### config.mk
export PLATFORM = sky130hd
export DESIGN_NAME = mem_rd_stream
export DESIGN_NICKNAME = d
export VERILOG_FILES = /design/src/rtl/mem_rd_stream.sv
export SDC_FILE = /design/constraint.sdc
export NUM_CORES = 1
export LEC_CHECK = 0
export ABC_AREA = 1
export CORE_MARGIN = 5
export CORE_UTILIZATION = 57
export CTS_BUF_LIST = sky130_fd_sc_hd__clkbuf_4
export DETAILED_ROUTE_END_ITERATION = 8
export PLACE_DENSITY = 0.91
export SYNTH_ARGS = -nofsm -noshare
export SYNTH_HDL_FRONTEND = slang
export SYNTH_SLANG_ARGS = --single-unit
### constraint.sdc
create_clock -name clk -period 2.83 [get_ports clk]
set_input_delay 0.4245 -clock clk [delete_from_list [all_inputs] [get_ports clk]]
set_output_delay 0.4245 -clock clk [all_outputs]
set_load 0.05 [all_outputs]
### src/rtl/mem_rd_stream.sv
// mem_rd_stream: reads a burst of consecutive words from an 8x1024 synchronous
// memory and presents them as a valid/ready stream. A 2-entry buffer plus a
// bypass from the memory read port absorbs the read latency. Reads are credit
// limited, so downstream back-pressure never overflows the buffer.
module mem_rd_stream (
  input  logic        clk,
  input  logic        reset,
  input  logic        start,
  input  logic [9:0]  base_addr,
  input  logic [10:0] len,
  output logic [9:0]  mem_addr,
  output logic        mem_wr,
  input  logic [7:0]  mem_d_o,
  output logic [7:0]  m_data,
  output logic        m_valid,
  input  logic        m_ready,
  output logic        m_last,
  output logic        busy,
  output logic        done
);

  typedef enum logic [1:0] {
    IDLE = 2'd0,
    RUN  = 2'd1,
    FIN  = 2'd2
  } state_t;

  state_t      state, state_nxt;

  logic [10:0] len_req;     // requested length clamped to 1024
  logic [10:0] len_eff;     // latched effective burst length
  logic [10:0] issue_left;  // reads not yet issued
  logic [10:0] beat_cnt;    // index of the beat at the stream head
  logic [9:0]  next_addr;   // address of the next read to issue

  // rd_p1: an address sits in mem_addr and is sampled by the memory on the
  // next edge. rd_p2: that read's data is on mem_d_o during this cycle.
  logic        rd_p1, rd_p2;

  logic [7:0]  buf_q [2];
  logic        wr_ptr, rd_ptr;
  logic [1:0]  count;

  logic        pop, issue, push, drain;
  logic [2:0]  credit;

  assign len_req = (len > 11'd1024) ? 11'd1024 : len;
  assign mem_wr  = 1'b0;
  assign busy    = (state != IDLE);
  assign done    = (state == FIN);

  // The head of the stream is the oldest buffered word, or the word arriving
  // from memory when the buffer is empty. Both sources are register-timed, so
  // m_valid never depends on m_ready.
  assign m_valid = (count != 2'd0) || rd_p2;
  assign m_data  = ((count == 2'd0) && rd_p2) ? mem_d_o : buf_q[rd_ptr];
  assign m_last  = m_valid && (beat_cnt == len_eff - 11'd1);
  assign pop     = m_valid && m_ready;

  // Words held plus reads in flight. The beat leaving this cycle returns its
  // credit immediately. That keeps a full-rate stream going with only two
  // credits, and the total committed never exceeds the buffer depth.
  assign credit = {1'b0, count} + {2'b00, rd_p1} + {2'b00, rd_p2};
  assign issue  = (state == RUN) && (issue_left != 11'd0) &&
                  (credit < (pop ? 3'd3 : 3'd2));

  // Arriving data is stored unless it leaves straight through the bypass.
  assign push  = rd_p2 && !(pop && (count == 2'd0));
  assign drain = pop && (count != 2'd0);

  // State register.
  always_ff @(posedge clk) begin
    // NOTE: sequential state uses non-blocking assignments so every register
    // samples values from before the edge, whatever the statement order.
    if (reset) state <= IDLE;
    else       state <= state_nxt;
  end

  // Next-state logic.
  always_comb begin
    // NOTE: the default assignment first means every path assigns state_nxt,
    // so no latch is inferred.
    state_nxt = state;
    unique case (state)
      IDLE: if (start) state_nxt = (len == 11'd0) ? FIN : RUN;
      RUN:  if (pop && m_last) state_nxt = FIN;
      FIN:  state_nxt = IDLE;
      default: state_nxt = IDLE;
    endcase
  end

  // Burst bookkeeping, read issue and the read-latency pipeline.
  always_ff @(posedge clk) begin
    if (reset) begin
      len_eff    <= 11'd0;
      issue_left <= 11'd0;
      beat_cnt   <= 11'd0;
      next_addr  <= 10'd0;
      mem_addr   <= 10'd0;
      rd_p1      <= 1'b0;
      rd_p2      <= 1'b0;
    end else begin
      if ((state == IDLE) && start && (len != 11'd0)) begin
        len_eff    <= len_req;
        issue_left <= len_req;
        beat_cnt   <= 11'd0;
        next_addr  <= base_addr;
      end
      if (issue) begin
        mem_addr   <= next_addr;
        next_addr  <= next_addr + 10'd1;  // wraps 1023 -> 0
        issue_left <= issue_left - 11'd1;
      end
      if (pop) beat_cnt <= beat_cnt + 11'd1;
      rd_p1 <= issue;
      rd_p2 <= rd_p1;
    end
  end

  // Output buffer storage and pointers.
  always_ff @(posedge clk) begin
    // NOTE: the two buffer words are cleared on reset because m_data shows
    // buf_q[rd_ptr] while idle and must read 0 after reset. A larger RAM
    // would not be reset.
    if (reset) begin
      buf_q[0] <= 8'd0;
      buf_q[1] <= 8'd0;
      wr_ptr   <= 1'b0;
      rd_ptr   <= 1'b0;
      count    <= 2'd0;
    end else begin
      if (push) begin
        buf_q[wr_ptr] <= mem_d_o;
        wr_ptr        <= ~wr_ptr;
      end
      if (drain) rd_ptr <= ~rd_ptr;
      count <= count + {1'b0, push} - {1'b0, drain};
    end
  end

endmodule

==> results.md <==
- Status: finished clean
- Fill count: 579
- Post-synth EDFFs: 16
- Final GP Congestion: 0.9058
- Root Driver: clkbuf_4
- Endpoint class of the critical path: output port
- Detail Route Antenna Nets: 0
- Mean Syn Cell Area: 7.147 um^2
- First-pass GRT wire length: 16930 um
- Net count, final: 680
- Worst-Margin Slew: 506.2 ps
- Pleak: 2.104 nW
- Sequential element share of the synthesized area: 40.83%
- Starting density of the core: 58.45%
- Synth area leaders: dfxtp_1, nand2_1, edfxtp_1
- Final Hold Vio Count: 0
- Seq cells post-synth: 78
- Yosys warns: 0
- R2R Path End: issue_left[10]
- Chip height: 96.01 um
- Setup Viol. Count Final: 0
- Starting DRT DRC Count: 271
- Post-Synthesis Cells: 590
- # IOs: 56
- Async SR Flop Fraction: 0%
- Max_cap viols: 0
- Number of global-route vias before repair: 3752
- GR Util All Layers: 23.54%
- TritonCTS Buffers: 9
- Area leader, netlist: dfxtp_1
- Crit path max fanout: 16
- Synthesized cell area: 4217 um^2
- Clock transition at the registers of the reported paths: 120 ps
- Die footprint: 9218 um^2
- Fin crit share: 91.87%
- R2R setup slack: 550 ps
- Clock sinks: 78
- Hold Slack: 461.9 ps
- Vias per cell: 5.436
- ANT cells: 0
- Hold wc startpoint: rd_ptr
- Rel. slew slack: 66.14%
- Synth cell types: 39
- Layout cells sized above 1: 5.435%
- Largest net degree at the start of global routing: 46
- Initial antenna violation count: 0
- Post-Route WL: 10230 um
- Routed vias: 4039
- F_max: 384.6 MHz
- RR Startpoint: rd_p2
- Slew Limit Fails: 0
- PD cells: 546.4 nW/um^2
- Hold Crit Class: reg2reg
- Synth top area share: 29.44%
- Main synth FF type: dfxtp_1
- DR pass1 iterations: 5
- Min cycle time layout: 2600 ps
- CTS tree: yes
- RSZ-0062 raised after global routing: false
- Rows: 31
- Fin Setup TNS: 0 ps
- Grt total ovfl: 0
- Max clock buf depth: 2
- Worst Setup Start Kind: flip-flop
- Detail Placement HPWL: 7616 um
- Wire length per cell: 13.77 um
- Layout area overhead: 17.09%
- Core ar.: 7214 um^2
- Max H-tree Level: 3
- Peak supply drop: 0.4380 mV
- Clock skew: 7.697 ps
- Hold Path Depth: 1
- CP Class: reg2out
- Residual DRC count: 0
- Syn Nets: 631
- Required @ worst endpoint: 2410 ps
- R2R cell count: 11
- Clk_lat worst skew: 420 ps
- Chip Width: 96.01 um
- I/O Buffers: 54
- Hold path endpoint: rd_ptr
- Crit path DAT: 2180 ps
[kinds of logic after synthesis]
| kind of cell | synth area share, % |
|---|---|
| DFF | 40.83 |
| buffers and inverters | 9.318 |
| adders and majority gates | 2.552 |
| and+or+nand+nor | 27.77 |
| xor gates and xnor gates | 3.947 |
| AOI/OAI and AO/OA | 15.49 |
| other | 0.08894 |
[where the power goes]
group / internal [mW] / switching [mW]
Sequential: 1.21 / 0.0645
Clock: 0.291 / 0.380
Combinational: 0.260 / 0.488
Total: 1.77 / 0.932
[stage by stage]
step	utilization [%]	setup slack [ps]	power (mW)	cell area, um^2	instances
after floorplan	-	418.8	1.841	4217	590
after global placement	66.61	443.9	2.014	4806	727
after detailed placement	66.61	321.3	2.046	4806	727
after CTS	68.44	196.9	2.705	4937	743
after global routing	68.44	53.25	2.848	4937	743
final	68.44	229.9	2.698	4937	743
[worst max-delay path by stage]
| stage | startpoint | to | slack, ps | cells past startpoint |
|---|---|---|---|---|
| CTS | count[1] | m_data[4] | 200 | 4 |
| floorplan | count[1] | m_data[0] | 420 | 4 |
| finish | count[1] | m_data[4] | 230 | 4 |
| global placement | len[5] | issue_left[10] | 440 | 9 |
| detailed placement | len[5] | next_addr[9] | 320 | 9 |
| global route | count[1] | m_data[4] | 50 | 4 |
[area by class of cell]
class | instances | area [um^2] | share of cell area, %
Multi-Input combinational cell | 416 | 2102 | 42.57
Sequential cell | 78 | 1722 | 34.87
Timing Repair Buffer | 58 | 558.0 | 11.30
Inverter | 76 | 290.3 | 5.879
Tap cell | 99 | 123.9 | 2.509
Clock buffer | 11 | 82.58 | 1.673
Clock inverter | 5 | 58.81 | 1.191
[cell usage in the layout, fill, tap and decap left out, types with 2 or more instances in the layout]
cell             count
dlygate4sd2_1        8
o21ai_0             36
ha_1                 7
nor3_1               3
a211oi_1             7
buf_4                5
a21oi_1             43
xnor2_1              3
nor2_2               2
or2_1                3
nor3b_1              2
clkbuf_4            11
nand3_1             34
inv_1               74
o21a_1               2
clkdlybuf4s50_1     45
o211ai_1            10
dfxtp_1             62
edfxtp_1            16
nor2_1              67
o31ai_1              2
nand2_2              2
a31oi_1             11
xor2_1              16
nor2_4               2
nand2_1            145
or2_2                3
nand2_4              2
nand4_1              6
inv_4                2
[worst max-delay path, cell delays in order (launching register included)]
cell,delay (ps)
dfxtp_1,360
nor2_2,220
nand2_1,340
o21ai_0,280
dlygate4sd2_1,550
[cells in the mapped netlist, types with 2 or more instances]
cell      number
o21ai_0       36
clkbuf_1      11
nor2_2         2
inv_1         74
nor3b_1        2
dfxtp_1       62
ha_1           7
o31ai_1        2
xnor2_1        3
nand3_1       34
a31oi_1       11
nand2_4        2
or2_1          3
nand4_1        6
inv_4          2
a211oi_1       7
nand2_1      145
buf_4          5
or2_2          3
nor3_1         3
a21oi_1       43
o21a_1         2
nand2_2        2
nor2_1        67
o211ai_1      10
buf_1          2
xor2_1        16
edfxtp_1      16
nor2_4         2
[registers in the layout (all words and copies together), names as in the netlist, named ones only]
signal	count
beat_cnt	11
buf_q	16
count	2
issue_left	11
len_eff	11
mem_addr	10
next_addr	10
rd_p1	1
rd_p2	1
rd_ptr	1
state	2
wr_ptr	1
[layer usage]
metal	vias up	routed length [um]	track usage [%]
met5	-	0	0
li1	2021	-	-
met3	24	669	4.613
met1	1831	4130	28.23
met4	0	253	9.834
met2	163	5177	40.94
[timing repair]
action,CTS,global route
endpoints found under the hold margin,0,0
endpoints found under the setup margin,8,0
setup buffers,0,0
gates resized for setup,8,0
hold buffers,0,0
No activity file was read; power rests on OpenSTA's default activity.
